[config.mk]
export PLATFORM = sky130hd
export DESIGN_NAME = pmod_7seg9_3
export DESIGN_NICKNAME = d
export VERILOG_FILES = /design/src/rtl/pmod_7seg9_3.sv
export SDC_FILE = /design/constraint.sdc
export NUM_CORES = 1
export LEC_CHECK = 0
export ABC_AREA = 1
export BUFFER_PORTS_ARGS = -buffer_cell sky130_fd_sc_hd__buf_2
export CORE_ASPECT_RATIO = 1.2
export CORE_MARGIN = 3
export CORE_UTILIZATION = 25
export DETAILED_ROUTE_END_ITERATION = 10
export GPL_ROUTABILITY_DRIVEN = 0
export HOLD_SLACK_MARGIN = 0.03
export PLACE_DENSITY = 0.43
export SYNTH_ARGS = -nofsm -noshare
export SYNTH_HDL_FRONTEND = slang
export SYNTH_SLANG_ARGS = --single-unit
[constraint.sdc]
create_clock -name clk -period 5.55 [get_ports clk]
set_clock_uncertainty 0.15 [all_clocks]
set_input_delay 1.11 -clock clk [delete_from_list [all_inputs] [get_ports clk]]
set_output_delay 1.11 -clock clk [all_outputs]
set_load 0.01 [all_outputs]
[src/rtl/pmod_7seg9_3.sv]
// TM1640 demo driver: BCD down counter and up counter shown as [dddd]-[uuuu]
// on a 9-digit 7-segment PMOD, refreshed on every 10 Hz count tick.
module pmod_7seg9_3 #(
  parameter int         CLK_FREQ = 100_000_000,
  parameter int         TM_DIV   = 2,
  parameter logic [2:0] BRIGHT   = 3'd7
) (
  input  logic clk,
  input  logic rst,
  output logic tm_clk,
  output logic tm_din,
  output logic debug_led
);

  localparam int TICK_N = CLK_FREQ / 10;
  localparam int TICK_W = (TICK_N > 1) ? $clog2(TICK_N) : 1;
  localparam int DIV_W  = (TM_DIV > 1) ? $clog2(TM_DIV) : 1;
  localparam logic [TICK_W-1:0] TICK_LAST = TICK_W'(TICK_N - 1);
  localparam logic [DIV_W-1:0]  DIV_LAST  = DIV_W'(TM_DIV - 1);

  typedef enum logic [2:0] {
    S_IDLE, S_START, S_BIT_LO, S_BIT_HI, S_STOP_LO, S_STOP_HI, S_STOP_END
  } state_t;

  logic [TICK_W-1:0] tick_cnt;
  logic              tick;
  logic [3:0]        u_th, u_hu, u_te, u_on;
  logic [3:0]        d_th, d_hu, d_te, d_on;

  state_t            state;
  logic              pending;
  logic [DIV_W-1:0]  div_cnt;
  logic [1:0]        tx;
  logic [3:0]        byte_idx;
  logic [2:0]        bit_idx;
  logic [31:0]       snap;
  logic [7:0]        cur_byte, nxt_byte;
  logic [3:0]        last_idx;
  logic              step_done;

  function automatic logic [7:0] seg(input logic [3:0] v);
    logic [7:0] s;
    case (v)
      4'd0: s = 8'h3F;
      4'd1: s = 8'h06;
      4'd2: s = 8'h5B;
      4'd3: s = 8'h4F;
      4'd4: s = 8'h66;
      4'd5: s = 8'h6D;
      4'd6: s = 8'h7D;
      4'd7: s = 8'h07;
      4'd8: s = 8'h7F;
      4'd9: s = 8'h6F;
      default: s = 8'h00;
    endcase
    return s;
  endfunction

  // Byte idx of transaction t: T1 data command, T2 address + 9 digits, T3 display control
  function automatic logic [7:0] frame_byte(input logic [1:0] t, input logic [3:0] idx,
                                            input logic [31:0] s);
    logic [7:0] b;
    b = 8'h00;
    if (t == 2'd0) b = 8'h40;
    else if (t == 2'd2) b = 8'h88 | {5'd0, BRIGHT};
    else begin
      case (idx)
        4'd0: b = 8'hC0;
        4'd1: b = seg(s[31:28]);
        4'd2: b = seg(s[27:24]);
        4'd3: b = seg(s[23:20]);
        4'd4: b = seg(s[19:16]);
        4'd5: b = 8'h40;
        4'd6: b = seg(s[15:12]);
        4'd7: b = seg(s[11:8]);
        4'd8: b = seg(s[7:4]);
        4'd9: b = seg(s[3:0]);
        default: b = 8'h00;
      endcase
    end
    return b;
  endfunction

  assign tick      = (tick_cnt == TICK_LAST);
  assign step_done = (div_cnt == DIV_LAST);
  assign cur_byte  = frame_byte(tx, byte_idx, snap);
  assign nxt_byte  = frame_byte(tx, byte_idx + 4'd1, snap);
  assign last_idx  = (tx == 2'd1) ? 4'd9 : 4'd0;

  always_ff @(posedge clk or negedge rst) begin
    if (!rst) begin
      tick_cnt  <= '0;
      debug_led <= 1'b0;
      {u_th, u_hu, u_te, u_on} <= 16'h0000;
      {d_th, d_hu, d_te, d_on} <= 16'h9999;
    end else if (tick) begin
      tick_cnt  <= '0;
      debug_led <= ~debug_led;
      // BCD ripple carry on the up counter
      if (u_on != 4'd9) u_on <= u_on + 4'd1;
      else begin
        u_on <= 4'd0;
        if (u_te != 4'd9) u_te <= u_te + 4'd1;
        else begin
          u_te <= 4'd0;
          if (u_hu != 4'd9) u_hu <= u_hu + 4'd1;
          else begin
            u_hu <= 4'd0;
            u_th <= (u_th != 4'd9) ? u_th + 4'd1 : 4'd0;
          end
        end
      end
      // BCD ripple borrow on the down counter
      if (d_on != 4'd0) d_on <= d_on - 4'd1;
      else begin
        d_on <= 4'd9;
        if (d_te != 4'd0) d_te <= d_te - 4'd1;
        else begin
          d_te <= 4'd9;
          if (d_hu != 4'd0) d_hu <= d_hu - 4'd1;
          else begin
            d_hu <= 4'd9;
            d_th <= (d_th != 4'd0) ? d_th - 4'd1 : 4'd9;
          end
        end
      end
    end else begin
      tick_cnt <= tick_cnt + 1'b1;
    end
  end

  // Each line step is held for TM_DIV clocks; outputs change only on step transitions
  always_ff @(posedge clk or negedge rst) begin
    if (!rst) begin
      state    <= S_IDLE;
      pending  <= 1'b1;
      tm_clk   <= 1'b1;
      tm_din   <= 1'b1;
      div_cnt  <= '0;
      tx       <= 2'd0;
      byte_idx <= 4'd0;
      bit_idx  <= 3'd0;
      snap     <= '0;
    end else begin
      case (state)
        S_IDLE: begin
          div_cnt <= '0;
          if (pending) begin
            pending  <= 1'b0;
            snap     <= {d_th, d_hu, d_te, d_on, u_th, u_hu, u_te, u_on};
            tx       <= 2'd0;
            byte_idx <= 4'd0;
            tm_din   <= 1'b0;
            state    <= S_START;
          end
        end
        default: begin
          if (!step_done) div_cnt <= div_cnt + 1'b1;
          else begin
            div_cnt <= '0;
            case (state)
              S_START: begin
                bit_idx <= 3'd0;
                tm_clk  <= 1'b0;
                tm_din  <= cur_byte[0];
                state   <= S_BIT_LO;
              end
              S_BIT_LO: begin
                tm_clk <= 1'b1;
                state  <= S_BIT_HI;
              end
              S_BIT_HI: begin
                tm_clk <= 1'b0;
                if (bit_idx != 3'd7) begin
                  bit_idx <= bit_idx + 3'd1;
                  tm_din  <= cur_byte[bit_idx + 3'd1];
                  state   <= S_BIT_LO;
                end else if (byte_idx != last_idx) begin
                  byte_idx <= byte_idx + 4'd1;
                  bit_idx  <= 3'd0;
                  tm_din   <= nxt_byte[0];
                  state    <= S_BIT_LO;
                end else begin
                  tm_din <= 1'b0;
                  state  <= S_STOP_LO;
                end
              end
              S_STOP_LO: begin
                tm_clk <= 1'b1;
                state  <= S_STOP_HI;
              end
              S_STOP_HI: begin
                tm_din <= 1'b1;
                state  <= S_STOP_END;
              end
              S_STOP_END: begin
                if (tx == 2'd2) state <= S_IDLE;
                else begin
                  tx       <= tx + 2'd1;
                  byte_idx <= 4'd0;
                  tm_din   <= 1'b0;
                  state    <= S_START;
                end
              end
              default: state <= S_IDLE;
            endcase
          end
        end
      endcase
      // A tick always wins over the frame start clearing the flag
      if (tick) pending <= 1'b1;
    end
  end

endmodule

Yosys cells after proc, flatten, opt, wreduce, memory -nomap -nowiden
Memories as Yosys holds them, arrays and structs flattened.
Cells that the tools add are included.
{ "totals": {"word_cells": 178, "n_memories": 16, "in_bits": 2, "out_inout_bits": 3, "regBits": 105, "mem_bits_ro": 1792} }
{ "classes": {"eq_ne": 39, "n_mux": 52, "n_lt_le_gt_ge": 1, "bitwise": 8, "addsub": 13, "reduce_logical": 30} }
{ "mem_list": {"columns": ["memory", "depth", "width", "read_ports", "rd_clocked_by_memory_dff", "wr", "line_no", "source"], "rows": [
  ["(no name shown)", 16, 7, 1, 0, 0, "43", "case (v)"],
  ["(no name shown)", 16, 7, 1, 0, 0, "43", null],
  ["(no name shown)", 16, 7, 1, 0, 0, "43", null],
  ["(no name shown)", 16, 7, 1, 0, 0, "43", null],
  ["(no name shown)", 16, 7, 1, 0, 0, "43", null],
  ["(no name shown)", 16, 7, 1, 0, 0, "43", null],
  ["+10 memories", null, null, null, null, null, null, null]
]} }
{ "ops": {"columns": ["cell", "n"], "rows": [
  ["case mux 8 bit (10 select lines)", 1],
  ["two-way mux 4 bit", 15],
  ["== test 4 x 3 -> 1 bit (second input constant)", 8],
  ["adder 24 x 1 -> 24 bit (second input constant)", 1],
  ["== test 24 bit (second input constant)", 1],
  ["two-way mux 24 bit", 1],
  ["two-way mux 3 bit", 7],
  ["adder 4 x 1 -> 4 bit (second input constant)", 5],
  ["AND reduction 4 bit", 5],
  ["case mux 3 bit (6 select lines)", 1],
  ["== test 4 x 2 -> 1 bit (second input constant)", 4],
  ["== test 4 bit (second input constant)", 4],
  ["two-way mux 8 bit", 2],
  ["inequality test 4 bit (second input constant)", 4],
  ["nonzero test 4 bit", 4],
  ["subtractor 4 x 1 -> 4 bit (second input constant)", 4],
  ["two-way mux 1 bit", 14],
  ["inequality test 3 bit (second input constant)", 4],
  ["two-way mux 2 bit", 5],
  ["case mux 1 bit (10 select lines)", 1],
  ["nonzero test 2 bit", 5],
  ["== test 3 bit (second input constant)", 3],
  ["AND reduction 3 bit", 3],
  ["== test 4 x 1 -> 1 bit (second input constant)", 2],
  ["26 further kinds", 39]
]} }

Depth between registers and ports, before layout
{ "depth": {"depth_word": 10, "depth_mapped": 20, "depth_no_buf": 20} }

Worst setup path after synthesis
OpenSTA, ideal clock, no wires.
{ "synth_path": {"path_type": "reg-to-reg", "start": "reg tick_cnt[0]", "end": "reg d_hu[1]", "path_slack_ns": 3.503, "t_arrival_ns": 1.779, "path_stages_with_launch": 15, "n_path_buf": 1, "t_required_ns": 5.282, "synth_period_minus_slack_ns": 2.047, "setup_time_ns": 0.118, "path_cell_list": "dfrtp_1 ha_1 and3_1 buf_4 nand3_4 nor4_4 nand2_2 clkinv_2 nand3_4 nor2_4 nand3_4 nor2_4 nand2_1 nand2_1 nand2_1"} }
{ "synth_via": {"elab_chain_cells": 2} }
{ "synth_rtl": {"columns": ["item", "line_no", "source"], "rows": [
  ["from (decl)", "25", "logic [TICK_W-1:0] tick_cnt;"],
  ["from (signal assigned)", "128", "tick_cnt <= tick_cnt + 1'b1;"],
  ["== test 24 bit", "84", "assign tick = (tick_cnt == TICK_LAST);"],
  ["AND reduction 3 bit (no line)", null, null],
  ["to (signal assigned)", "120", "if (d_hu != 4'd0) d_hu <= d_hu - 4'd1;"],
  ["to (decl)", "28", "logic [3:0] d_th, d_hu, d_te, d_on;"]
]} }
Every way passes these cells.
A chain may end at the register's enable or synchronous reset.

Final worst setup path
{ "layout_path": {"start": "reg state[2]", "end": "reg byte_idx[0]"} }
{ "layout_via": {"elab_chain_cells": 4, "word_cells_on_any_way": 13, "classes_between": "eq/ne: 6; mux: 3; reduce/logical: 4"} }
{ "layout_rtl": {"columns": ["item", "line_no", "source"], "rows": [
  ["from (decl)", "30", "state_t state;"],
  ["from (signal assigned)", "135", "state <= S_IDLE;"],
  ["from (signal assigned)", "154", "state <= S_START;"],
  ["from (signal assigned)", "166", "state <= S_BIT_LO;"],
  ["== test 3 bit / == test 3 x 2 -> 1 bit (equally long branches)", "161", "case (state)"],
  ["case mux 4 bit (2 select lines)", "161", null],
  ["two-way mux 4 bit", "158", "if (!step_done) div_cnt <= div_cnt + 1'b1;"],
  ["two-way mux 4 bit", "145", "case (state)"],
  ["to (signal assigned)", "179", "byte_idx <= byte_idx + 4'd1;"],
  ["to (decl)", "34", "logic [3:0] byte_idx;"]
]} }
Parallel ways exist; a longest one is shown, timed or not. The select of a mux whose other input is x is not followed.

==> flow_summary.ini <==
[outcome]
status = completed

[final_layout]
drive_gt1_share_pct = 8.47
stdcell_count = 1382
nets = 1046
synthToLayoutAreaGrowth_pct = 10.3
utilization_pct = 28.1
antenna_cells = 0

[detailed_routing]
vias_per_cell = 4.27
drc = 0
via_count = 5908
drt_first_pass_iters = 4
routedWlPerCell_um = 12.7
drtAntennaViolNets = 0
drt_iter0_drc = 228
wirelength_um = 17600

[placement]
dpl.cell_count = 1366
post-place-ws_ns = 2.98
port-buffer-count = 4
dp_hpwl_um = 13700

[grt]
track_usage_pct = 11.8
grt_antenna_before_repair = 0
grt_max_degree = 66
grt_pass1_vias = 5951
grt_first_pass_wirelength_um = 29400
gr-total-overflow = 0

[clocking]
clock-root-buffer = clkbuf_16
cts-buffers-inserted = 9
htreeDepth = 3
cts_hold_buffers = 0
clockBufferDepth = 2
cts_tree = yes
clk_latency_ns = 0.36
clock_sinks = 105
cts.repair.resized = 0
clkTransAtPathRegs_ns = 0.08
cts_setup_buffers = 0

[yosys]
yosys_register_bits = 105
synthFlopType = dfrtp_1
ys_top_cells_by_area = dfrtp_1 (33%), nand2_1 (13%), inv_1 (8.3%)
synth_area_um2 = 7130
synthMuxAreaShare_pct = 0
yosys.area_share.adder_pct = 8.07
synth.most_common_cell = nand2_1
synth.top_cell.area_share_pct = 33.0
synth_area_per_cell_um2 = 7.18
synth_top_area_cell = dfrtp_1
synth_top_family_by_area = simple AND/OR/NAND/NOR gates
synth_common_cells = nand2_1 (249), inv_1 (158), nor2_1 (121), dfrtp_1 (94), o21ai_0 (78)
synth_edf_count = 0
synthSimpleGateAreaFrac_pct = 32.7
syn_nets = 1041
syn_inst = 993
synth_compound_area_share_pct = 9.12
synth-warning-count = 0
synth-xor-area-share_pct = 3.44
yosysSeqAreaShare_pct = 37.0
synth-async-reset-ratio_pct = 100
yosysUniqueCellTypes = 40

[floorplan]
die_h_um = 191
ios = 5
coreArea_um2 = 28000
die_x_um = 160
start_util_pct = 25.5
fp-row-count = 67
dieArea_um2 = 30600

[sta]
hold_viol_final = 0
fin_crit_sh_pct = 45.7
max_freq_mhz = 394
final_max_slew_viol_count = 0
relSlewSlack_pct = 55.7
setup_tns_ns = 0
period_needed_ns = 2.54
rsz0062_at_grt = no
finalSetupViolCount = 0
tightest_slew_ns = 0.659
fin_ws_ns = 3.01

[power]
leakage_nw = 3.71
p_per_area_nw_per_um2 = 179
finalPower_mw = 1.41
peakVddDrop_mv = 0.105

[hold_path]
hp-start = div_cnt
hold_path_class = register to register
holdPathStages = 1
holdPathEnd = div_cnt

[worst_setup_path]
critPathRequiredTime_ns = 5.64
cp-end-kind = register
r2r_start = state[2]
ff2ff_path_depth = 12
worst-setup-path-type = register to register
ff2ff_setup_slack_ns = 3.01
crit_arrival_ns = 2.62
worstPathMaxFanout = 65
worstSetupStartpointType = register
r2r-end = byte_idx[0]

[flow_run]
max_cap_violations = 0
## placed cells by master, fill, tap and decap left out, types with 3 or more instances in the layout
master       n
dfrtp_1     94
or2_2        9
ha_1        46
buf_2        3
nor3_2       3
inv_1      158
nand2_2      4
dfstp_2     11
nor2_2       7
buf_4        4
inv_2        9
o21ai_1      4
nor4_1       3
clkbuf_16    9
nand3_4      3
xnor2_1      3
a21oi_1     25
nor2_4       4
xor2_1      25
a31oi_1      4
nand2_1    248
nand3_2      5
o22ai_1      7
nand3_1     61
nand4_1     16
nand3b_1     3
nor3_1      12
nor2_1     121
o21ai_0     78
nor4_2       3
## flip-flops by register name, summed over array words and instances (netlist names)
| signal | count |
|---|---|
| tm_din | 1 |
| d_hu | 4 |
| pending | 1 |
| u_te | 4 |
| snap | 32 |
| u_on | 4 |
| div_cnt | 1 |
| byte_idx | 4 |
| u_th | 4 |
| state | 3 |
| d_on | 4 |
| d_th | 4 |
| bit_idx | 3 |
| tm_clk | 1 |
| tick_cnt | 24 |
| debug_led | 1 |
| u_hu | 4 |
| tx | 2 |
| d_te | 4 |
## metal layers
layer / track usage (%) / share of wire, % / up-vias
li1: - / - / 3136
met1: 14.3 / 46 / 2693
met2: 21.2 / 49 / 53
met4: 4.47 / 2.6 / 0
met3: 1.91 / 2.0 / 26
met5: 0 / 0 / -
## logic make-up after synthesis
family	count (synthesis)
compound gates	124
xor+xnor	28
fa+ha+maj	46
buf+inv	181
flops	105
simple gates	509
## power by group
part	leakage [nW]	internal, mW	switching, mW	total [mW]
clock	0.134	0.310	0.319	0.629
sequential	1.41	0.765	0	0.765
combinational	2.16	0.00136	0.0154	0.0167
## worst max-delay path, cell delays in order (launching register included)
cell     delay (ns)
dfrtp_1        0.43
inv_1          0.12
nand2_1        0.19
inv_1          0.16
nand2_2        0.08
buf_4          0.46
nand2_1        0.21
inv_1          0.15
nor3_1         0.06
nand2_1        0.11
inv_1          0.10
nand2_1        0.11
o21ai_0        0.08
## cell type report
type / count / area [um2]
sequential: 105 / 2640
tap: 379 / 474
inverter: 168 / 632
clock buffer: 11 / 233
fill: 3092 / 20100
timing repair buffer: 7 / 45.0
multi-input combinational: 707 / 3800
clock inverter: 5 / 40.0
## per-stage QoR
step                      hold slack (ns)  cell area [um2]
after global placement              0.295             7590
after CTS                           0.316             7870
final                               0.316             7870
after detailed placement            0.305             7590
after floorplan                     0.276             7130
after global routing                0.339             7870
## worst max-delay path by stage
stage	cells after the start	slack [ns]	endpoint	start
after floorplan	14	3.50	d_hu[1]	tick_cnt[0]
after CTS	12	2.97	byte_idx[0]	state[2]
after global routing	12	2.70	byte_idx[0]	state[1]
after detailed placement	12	2.98	byte_idx[0]	state[2]
after global placement	12	2.95	byte_idx[0]	state[2]
final	12	3.01	byte_idx[0]	state[2]
No activity file was read; power rests on OpenSTA's default activity.
